`src/rtl/ro_meter_pkg.sv`:
```
// Shared types and helpers for the ring-oscillator frequency meter.
package ro_meter_pkg;

  typedef enum logic [1:0] {
    IDLE  = 2'd0,
    ARM   = 2'd1,
    GATE  = 2'd2,
    LATCH = 2'd3
  } state_t;

  // Ceiling log2 with a floor of 1, so a single channel still gets a 1-bit select.
  function automatic int unsigned clog2(input int unsigned n);
    int unsigned w;
    int unsigned v;
    w = 0;
    v = (n > 0) ? n - 1 : 0;
    while (v != 0) begin
      w++;
      v = v >> 1;
    end
    return (w < 1) ? 1 : w;
  endfunction

endpackage

```
`src/rtl/ro_freq_meter_if.sv`:
```
// Control / readout bundle between the meter and its host.
interface ro_freq_meter_if
  import ro_meter_pkg::*;
#(
  parameter int unsigned NUM_CH = 4,
  parameter int unsigned CNT_W  = 15,
  parameter int unsigned GATE_W = 16
) ();

  localparam int unsigned CH_W = clog2(NUM_CH);

  logic              start;
  logic              abort;
  logic              continuous;
  logic [GATE_W-1:0] gate_cycles;
  logic [CH_W-1:0]   ch_sel;
  logic              busy;
  logic              done;
  logic [CNT_W-1:0]  result;
  logic              overflow;

  modport master (
    output start, abort, continuous, gate_cycles, ch_sel,
    input  busy, done, result, overflow
  );

  modport slave (
    input  start, abort, continuous, gate_cycles, ch_sel,
    output busy, done, result, overflow
  );

endinterface

```
`src/rtl/osc_edge_sync.sv`:
```
// Synchronises one asynchronous oscillator into clk and emits a 1-cycle
// pulse per rising edge. Free-running; only reset clears it.
module osc_edge_sync #(
  parameter int unsigned SYNC_STAGES = 2
) (
  input  logic clk,
  input  logic rst,
  input  logic osc,
  output logic rise
);

  logic [SYNC_STAGES-1:0] sync;
  logic                   s_d;

  // Synchroniser chain followed by one delay flop for edge detection.
  always_ff @(posedge clk or posedge rst) begin
    if (rst) begin
      sync <= '0;
      s_d  <= 1'b0;
    end else begin
      sync <= {sync[SYNC_STAGES-2:0], osc};
      s_d  <= sync[SYNC_STAGES-1];
    end
  end

  assign rise = sync[SYNC_STAGES-1] & ~s_d;

endmodule

```
`src/rtl/ro_freq_meter.sv`:
```
// Multi-channel ring-oscillator frequency meter: counts synchronised rising
// edges per channel over a programmable gate window and latches the counts,
// with saturation flags, into a readout bank.
module ro_freq_meter
  import ro_meter_pkg::*;
#(
  parameter int unsigned NUM_CH      = 4,
  parameter int unsigned CNT_W       = 15,
  parameter int unsigned GATE_W      = 16,
  parameter int unsigned SYNC_STAGES = 2
) (
  input  logic              clk,
  input  logic              rst,
  input  logic [NUM_CH-1:0] osc_in,
  ro_freq_meter_if.slave    bus
);

  localparam int unsigned CH_W = clog2(NUM_CH);

  state_t            state;
  state_t            state_nxt;
  logic [GATE_W-1:0] gate_len;
  logic [GATE_W-1:0] gate_cnt;
  logic              gate_last;
  logic              bank_we;
  logic [NUM_CH-1:0] rise;

  logic [CNT_W-1:0]  cnt      [NUM_CH];
  logic [CNT_W-1:0]  cnt_nxt  [NUM_CH];
  logic [NUM_CH-1:0] ovf;
  logic [NUM_CH-1:0] ovf_nxt;
  logic [CNT_W-1:0]  bank     [NUM_CH];
  logic [NUM_CH-1:0] bank_ovf;

  for (genvar g = 0; g < NUM_CH; g++) begin : g_ch
    osc_edge_sync #(.SYNC_STAGES(SYNC_STAGES)) u_sync (
      .clk  (clk),
      .rst  (rst),
      .osc  (osc_in[g]),
      .rise (rise[g])
    );
  end

  assign gate_last = (gate_cnt == gate_len - GATE_W'(1));
  // The bank is written on the edge that closes the last GATE cycle, using the
  // counter next-values, so done (LATCH state) and the new bank appear together.
  assign bank_we   = (state == GATE) && gate_last && !bus.abort;

  // State register.
  always_ff @(posedge clk or posedge rst) begin
    if (rst) state <= IDLE;
    else     state <= state_nxt;
  end

  // Next-state logic; abort dominates start and every in-flight state.
  always_comb begin
    state_nxt = state;
    unique case (state)
      IDLE:    if (bus.start && !bus.abort) state_nxt = ARM;
      ARM:     state_nxt = bus.abort ? IDLE : GATE;
      GATE:    if (bus.abort)      state_nxt = IDLE;
               else if (gate_last) state_nxt = LATCH;
      LATCH:   state_nxt = (bus.abort || !bus.continuous) ? IDLE : ARM;
      default: state_nxt = IDLE;
    endcase
  end

  // Window length capture on accepted start, and the gate cycle counter.
  always_ff @(posedge clk or posedge rst) begin
    if (rst) begin
      gate_len <= '0;
      gate_cnt <= '0;
    end else begin
      if (state == IDLE && bus.start && !bus.abort)
        gate_len <= (bus.gate_cycles == '0) ? GATE_W'(1) : bus.gate_cycles;
      if (state == ARM)       gate_cnt <= '0;
      else if (state == GATE) gate_cnt <= gate_cnt + GATE_W'(1);
    end
  end

  // Per-channel saturating increment; ovf marks an edge lost at full scale.
  always_comb begin
    for (int unsigned i = 0; i < NUM_CH; i++) begin
      cnt_nxt[i] = cnt[i];
      ovf_nxt[i] = ovf[i];
      if (rise[i]) begin
        if (cnt[i] == '1) ovf_nxt[i] = 1'b1;
        else              cnt_nxt[i] = cnt[i] + CNT_W'(1);
      end
    end
  end

  // Edge counters: cleared in ARM, advance only during GATE.
  always_ff @(posedge clk or posedge rst) begin
    if (rst) begin
      for (int unsigned i = 0; i < NUM_CH; i++) cnt[i] <= '0;
      ovf <= '0;
    end else if (state == ARM) begin
      for (int unsigned i = 0; i < NUM_CH; i++) cnt[i] <= '0;
      ovf <= '0;
    end else if (state == GATE) begin
      for (int unsigned i = 0; i < NUM_CH; i++) cnt[i] <= cnt_nxt[i];
      ovf <= ovf_nxt;
    end
  end

  // Result bank: holds until the next completed window.
  always_ff @(posedge clk or posedge rst) begin
    if (rst) begin
      for (int unsigned i = 0; i < NUM_CH; i++) bank[i] <= '0;
      bank_ovf <= '0;
    end else if (bank_we) begin
      for (int unsigned i = 0; i < NUM_CH; i++) bank[i] <= cnt_nxt[i];
      bank_ovf <= ovf_nxt;
    end
  end

  // Readout mux; selects beyond the last channel read as zero.
  always_comb begin
    bus.result   = '0;
    bus.overflow = 1'b0;
    for (int unsigned i = 0; i < NUM_CH; i++) begin
      if (bus.ch_sel == CH_W'(i)) begin
        bus.result   = bank[i];
        bus.overflow = bank_ovf[i];
      end
    end
  end

  assign bus.busy = (state != IDLE);
  assign bus.done = (state == LATCH);

endmodule

```
`src/flat_wrapper.sv`:
```
// flat-port wrapper written by rule: the top's interface ports become plain ports
module ro_freq_meter_flat import ro_meter_pkg::*;
#(
  parameter int unsigned NUM_CH      = 4,
  parameter int unsigned CNT_W       = 15,
  parameter int unsigned GATE_W      = 16,
  parameter int unsigned SYNC_STAGES = 2
)
  (clk, rst, osc_in, bus_start, bus_abort, bus_continuous, bus_gate_cycles, bus_ch_sel, bus_busy, bus_done, bus_result, bus_overflow);
  ro_freq_meter_if #(.NUM_CH(NUM_CH), .CNT_W(CNT_W), .GATE_W(GATE_W)) bus_i ();
  input  logic clk;
  input  logic rst;
  input  logic [NUM_CH-1:0] osc_in;
  input wire logic [$bits(bus_i.start)-1:0] bus_start;
  input wire logic [$bits(bus_i.abort)-1:0] bus_abort;
  input wire logic [$bits(bus_i.continuous)-1:0] bus_continuous;
  input wire logic [$bits(bus_i.gate_cycles)-1:0] bus_gate_cycles;
  input wire logic [$bits(bus_i.ch_sel)-1:0] bus_ch_sel;
  output wire logic [$bits(bus_i.busy)-1:0] bus_busy;
  output wire logic [$bits(bus_i.done)-1:0] bus_done;
  output wire logic [$bits(bus_i.result)-1:0] bus_result;
  output wire logic [$bits(bus_i.overflow)-1:0] bus_overflow;
  assign bus_i.start = bus_start;
  assign bus_i.abort = bus_abort;
  assign bus_i.continuous = bus_continuous;
  assign bus_i.gate_cycles = bus_gate_cycles;
  assign bus_i.ch_sel = bus_ch_sel;
  assign bus_busy = bus_i.busy;
  assign bus_done = bus_i.done;
  assign bus_result = bus_i.result;
  assign bus_overflow = bus_i.overflow;
  ro_freq_meter #(.NUM_CH(NUM_CH), .CNT_W(CNT_W), .GATE_W(GATE_W), .SYNC_STAGES(SYNC_STAGES)) u_core (.clk(clk), .rst(rst), .osc_in(osc_in), .bus(bus_i));
endmodule
```
`config.mk`:
```
export PLATFORM = sky130hd
export DESIGN_NAME = ro_freq_meter_flat
export DESIGN_NICKNAME = d
export VERILOG_FILES = /design/src/rtl/ro_meter_pkg.sv /design/src/rtl/ro_freq_meter_if.sv /design/src/rtl/osc_edge_sync.sv /design/src/rtl/ro_freq_meter.sv /design/src/flat_wrapper.sv
export SDC_FILE = /design/constraint.sdc
export NUM_CORES = 1
export LEC_CHECK = 0
export CAP_MARGIN = 0
export CORE_MARGIN = 4
export CORE_UTILIZATION = 55
export CTS_CLUSTER_SIZE = 16
export DETAILED_ROUTE_END_ITERATION = 8
export GPL_TIMING_DRIVEN = 0
export PLACE_DENSITY = 0.77
export SETUP_SLACK_MARGIN = 0.3
export SYNTH_ARGS = -nofsm -noshare
export SYNTH_HDL_FRONTEND = slang
export SYNTH_SLANG_ARGS = --single-unit
```
`constraint.sdc`:
```
create_clock -name clk -period 4.7 [get_ports clk]
set_input_delay 0.47 -clock clk [delete_from_list [all_inputs] [get_ports clk]]
set_output_delay 0.47 -clock clk [all_outputs]
set_load 0.01 [all_outputs]
```
==> impl_summary.log <==
[metrics] fmax: 279.0 MHz
[metrics] pre-CTS worst setup slack: 1.145 ns
[metrics] number of global-route vias before repair: 7393
[metrics] CTS sink count: 174
[metrics] clock buffer count from CTS: 17
[metrics] sequential fraction of the synthesis area: 45.83%
[metrics] vias after detailed routing: 7407
[metrics] largest fanout of any net on the critical path: 10
[metrics] top-level port count: 45
[metrics] arrival time worst endpoint: 3.89 ns
[metrics] share of flip-flops with an asynchronous set or reset after synthesis: 100.0%
[metrics] final antenna-violating net count: 0
[metrics] worst hold path endpoint: u_core.g_ch[2].u_sync.sync[1]$_DFF_PP0_
[metrics] cts-stage hold buffer count: 0
[metrics] number of cells upsized or downsized after cts: 0
[metrics] worst path setup slack after routing: 1.116 ns
[metrics] Post-CTS Setup Repair Bufs: 0
[metrics] Final Wtd Congestion: 0.8825
[metrics] final-layout worst hold slack: 0.3505 ns
[metrics] die outline width: 139.4 um
[metrics] worst reg2reg startpoint: u_core.gate_len[0]$_DFFE_PP0P_
[metrics] average vias per placed instance: 6.188
[metrics] number of rows in the core area: 47
[metrics] clock-pin transition on the worst setup and hold timing paths: 0.06 ns
[metrics] clock tree from TritonCTS: built
[metrics] Worst R2R End: u_core.bank[27]$_DFFE_PP0P_
[metrics] max-slew violations: 0
[metrics] first drt pass iteration count: 6
[metrics] chip height: 139.4 um
[metrics] maximum clock skew at final layout: 0.009048 ns
[metrics] most common cell after layout, fill and taps aside: dfrtp_1
[metrics] starting density of the core: 56.69%
[metrics] share of power burned in registers: 36.1%
[metrics] fraction of final layout cells sized beyond drive strength 1: 13.00%
[metrics] min-delay worst type: reg -> reg
[metrics] DP HPWL: 17260 um
[metrics] Placed Instance Area: 10280 um2
[metrics] core box area: 16760 um2
[metrics] synthesized area: 9502 um2
[metrics] antenna diode count: 0
[metrics] flip-flop and latch count after synthesis: 174
[metrics] setup repair after global routing missed its margin: no
[metrics] depth of the worst register-to-register path: 12
[metrics] YS warnings: 0
[metrics] H-tree depth: 4
[metrics] wire length of the first global-routing pass: 39300 um
[metrics] Max Root-Sink Buffers: 2
[metrics] kind of end point of the critical path: register
[metrics] Total Neg Setup Slack: 0 ns
[metrics] outcome: completed
[metrics] post-synthesis net count: 938
[metrics] portion of the clock cycle consumed by the worst path in the final layout: 76.25%
[metrics] part of the power in the clock network: 28.6%
[metrics] Overall Global Routing Usage: 25.26%
[metrics] max-slew headroom at the worst pin: 31.95%
[metrics] routed wire length per instance: 20.05 um
[metrics] Die Area: 19440 um2
[metrics] startpoint of the most critical hold path: u_core.g_ch[2].u_sync.sync[0]$_DFF_PP0_
[metrics] fin nets: 1003
[metrics] leakage power summed over all cells: 4.854 nW
[metrics] power spent charging and discharging nets: 1.956 mW
[metrics] number of remaining DRC errors: 0
[metrics] mean instance size in the synthesized netlist: 10.56 um2
[metrics] internal power: 3.044 mW
[metrics] clock latency of the later-clocked register in the worst-skew pair: 0.43 ns
[metrics] number of flops mapped to enable cells by yosys: 0
[metrics] P&R area growth vs syn: 14.45%
[metrics] Register-to-Register Setup Slack: 1.12 ns
[metrics] initial antenna violation count: 0
[metrics] worst setup path category: reg -> reg
[metrics] power density over the cells: 459.8 nW/um2
[metrics] final standard cell area without fillers: 10870 um2
[metrics] instance count along the most critical hold path: 0
[metrics] number of library cell types mapped by synthesis: 66
[metrics] final hold violation count: 0
[metrics] sum of overflow across all layers after global routing: 0
[metrics] Iteration-0 DRC Markers: 742
[metrics] fraction of power spent switching nets: 39.12%
[metrics] minimum clock period after layout: 3.584 ns
[metrics] Peak supply drop: 0.0002991 V
[metrics] Max Cap Viol: 0
[metrics] predominant post-synthesis flop cell: dfrtp_1
[metrics] library cell used as clock root buffer: clkbuf_16
[metrics] commonest non-fill, non-tap cells in the layout: dfrtp_1, nor2_1, nand2_1, clkbuf_1, clkdlybuf4s50_1
[metrics] required time worst endpoint: 5.01 ns
[metrics] Port Buf Inserts: 42
[metrics] slew of the pin with the lowest slew margin: 1.011 ns
[metrics] pin count of the biggest net entering global routing: 41
[metrics] number of failing setup endpoints in the final timing report: 0
[metrics] Syn Inst Count: 900
[metrics] final wirelength: 24000 um
[metrics] part of the power in combinational logic: 35.3%
[metrics] Worst setup SP type: register
power by group through the flow:
| stage | logic (mW) | registers [mW] | clock network, mW |
|---|---|---|---|
| after floorplan | 1.14 | 1.78 | 0 |
| after global placement | 1.66 | 1.82 | 0 |
| after detailed placement | 1.71 | 1.83 | 0 |
| after CTS | 1.73 | 1.80 | 1.44 |
| after global routing | 1.90 | 1.83 | 1.51 |
| final | 1.76 | 1.81 | 1.43 |
per-layer routing:
| metal | routed length (um) | up-vias | GRT usage, % |
|---|---|---|---|
| li1 | - | 3396 | - |
| met3 | 1909 | 49 | 4.734 |
| met4 | 631 | 0 | 9.320 |
| met5 | 0 | - | 0 |
| met1 | 10220 | 3639 | 35.44 |
| met2 | 11240 | 323 | 39.47 |
worst max-delay path, cell delays in order (launching register included):
cell	delay, ns
dfrtp_1	0.36
clkbuf_1	0.19
inv_1	0.12
ha_1	0.17
buf_2	0.22
or4b_2	0.63
nor4_1	0.27
nand3b_1	0.15
o211ai_1	0.15
nor4_4	0.45
nand2_4	0.21
buf_6	0.21
mux2_1	0.32
cell type report:
type	count	area [um2]
Buffer	56	252.7
Clock buffer	22	484.2
Clock inverter	9	108.9
Fill cell	1319	5886
Inverter	39	150.1
Multi-Input combinational cell	631	4748
Sequential cell	174	4354
Tap cell	220	275.3
Timing Repair Buffer	46	500.5
state kept, by name, indices dropped and copies added (netlist names):
register                 flops
u_core.gate_cnt             16
u_core.g_ch.u_sync.sync      8
u_core.g_ch.u_sync.s_d       4
u_core.bank                 60
u_core.state                 2
u_core.cnt                  60
u_core.ovf                   4
u_core.gate_len             16
u_core.bank_ovf              4
cell usage after synthesis (6+ instances only):
library cell	n	area [um2]
nor2b_1	6	37.54
clkbuf_1	44	165.2
o2bb2ai_1	17	148.9
or3_1	9	56.30
ha_1	11	137.6
nand4_1	18	112.6
xor2_1	27	236.5
mux2_1	9	101.4
or4_1	6	45.04
o31ai_1	10	75.07
a21o_1	6	45.04
nand2b_1	6	37.54
nor3_1	22	110.1
and3_1	15	93.84
nor2_1	67	251.5
inv_1	39	146.4
nor4_1	12	75.07
dfrtp_1	174	4354
nand3_1	35	175.2
nand2_1	49	183.9
mux2_2	27	304.0
o21ai_0	38	190.2
xnor2_1	41	359.1
a22o_1	10	87.58
mux4_2	16	360.4
o22ai_1	11	68.82
a31oi_1	18	112.6
a21oi_1	36	180.2
mux2_4	30	450.4
mux2i_1	25	250.2
cells by family after synthesis:
logic type                 count (synthesis)  synth area share (%)
and+or+nand+nor                          269                 14.63
AOI/OAI and AO/OA                        176                 12.19
xor gates and xnor gates                  68                 6.268
adders and majority gates                 11                 1.448
DFF                                      174                 45.83
buffers and inverters                     95                 4.201
muxes                                    107                 15.43
through the flow:
| stage | utilization, % | power [mW] | instances |
|---|---|---|---|
| floorplan | - | 2.922 | 900 |
| global placement | 60.87 | 3.475 | 1162 |
| detailed placement | 61.34 | 3.532 | 1166 |
| CTS | 64.88 | 4.970 | 1197 |
| global route | 64.88 | 5.239 | 1197 |
| finish | 64.88 | 5.000 | 1197 |
how the worst max path moves through the flow:
stage | start | to | slack (ns) | cells after the start
floorplan | u_core.gate_len[0]$_DFFE_PP0P_ | u_core.bank[0]$_DFFE_PP0P_ | 1.64 | 12
global placement | rst | u_core.g_ch[1].u_sync.sync[1]$_DFF_PP0_ | 0.56 | 2
detailed placement | u_core.gate_len[0]$_DFFE_PP0P_ | u_core.bank[15]$_DFFE_PP0P_ | 1.15 | 12
CTS | u_core.gate_len[0]$_DFFE_PP0P_ | u_core.bank[31]$_DFFE_PP0P_ | 1.14 | 12
global route | u_core.gate_len[0]$_DFFE_PP0P_ | u_core.bank[27]$_DFFE_PP0P_ | 0.89 | 12
finish | u_core.gate_len[0]$_DFFE_PP0P_ | u_core.bank[27]$_DFFE_PP0P_ | 1.12 | 12
Power figures use the tool's default switching activity.
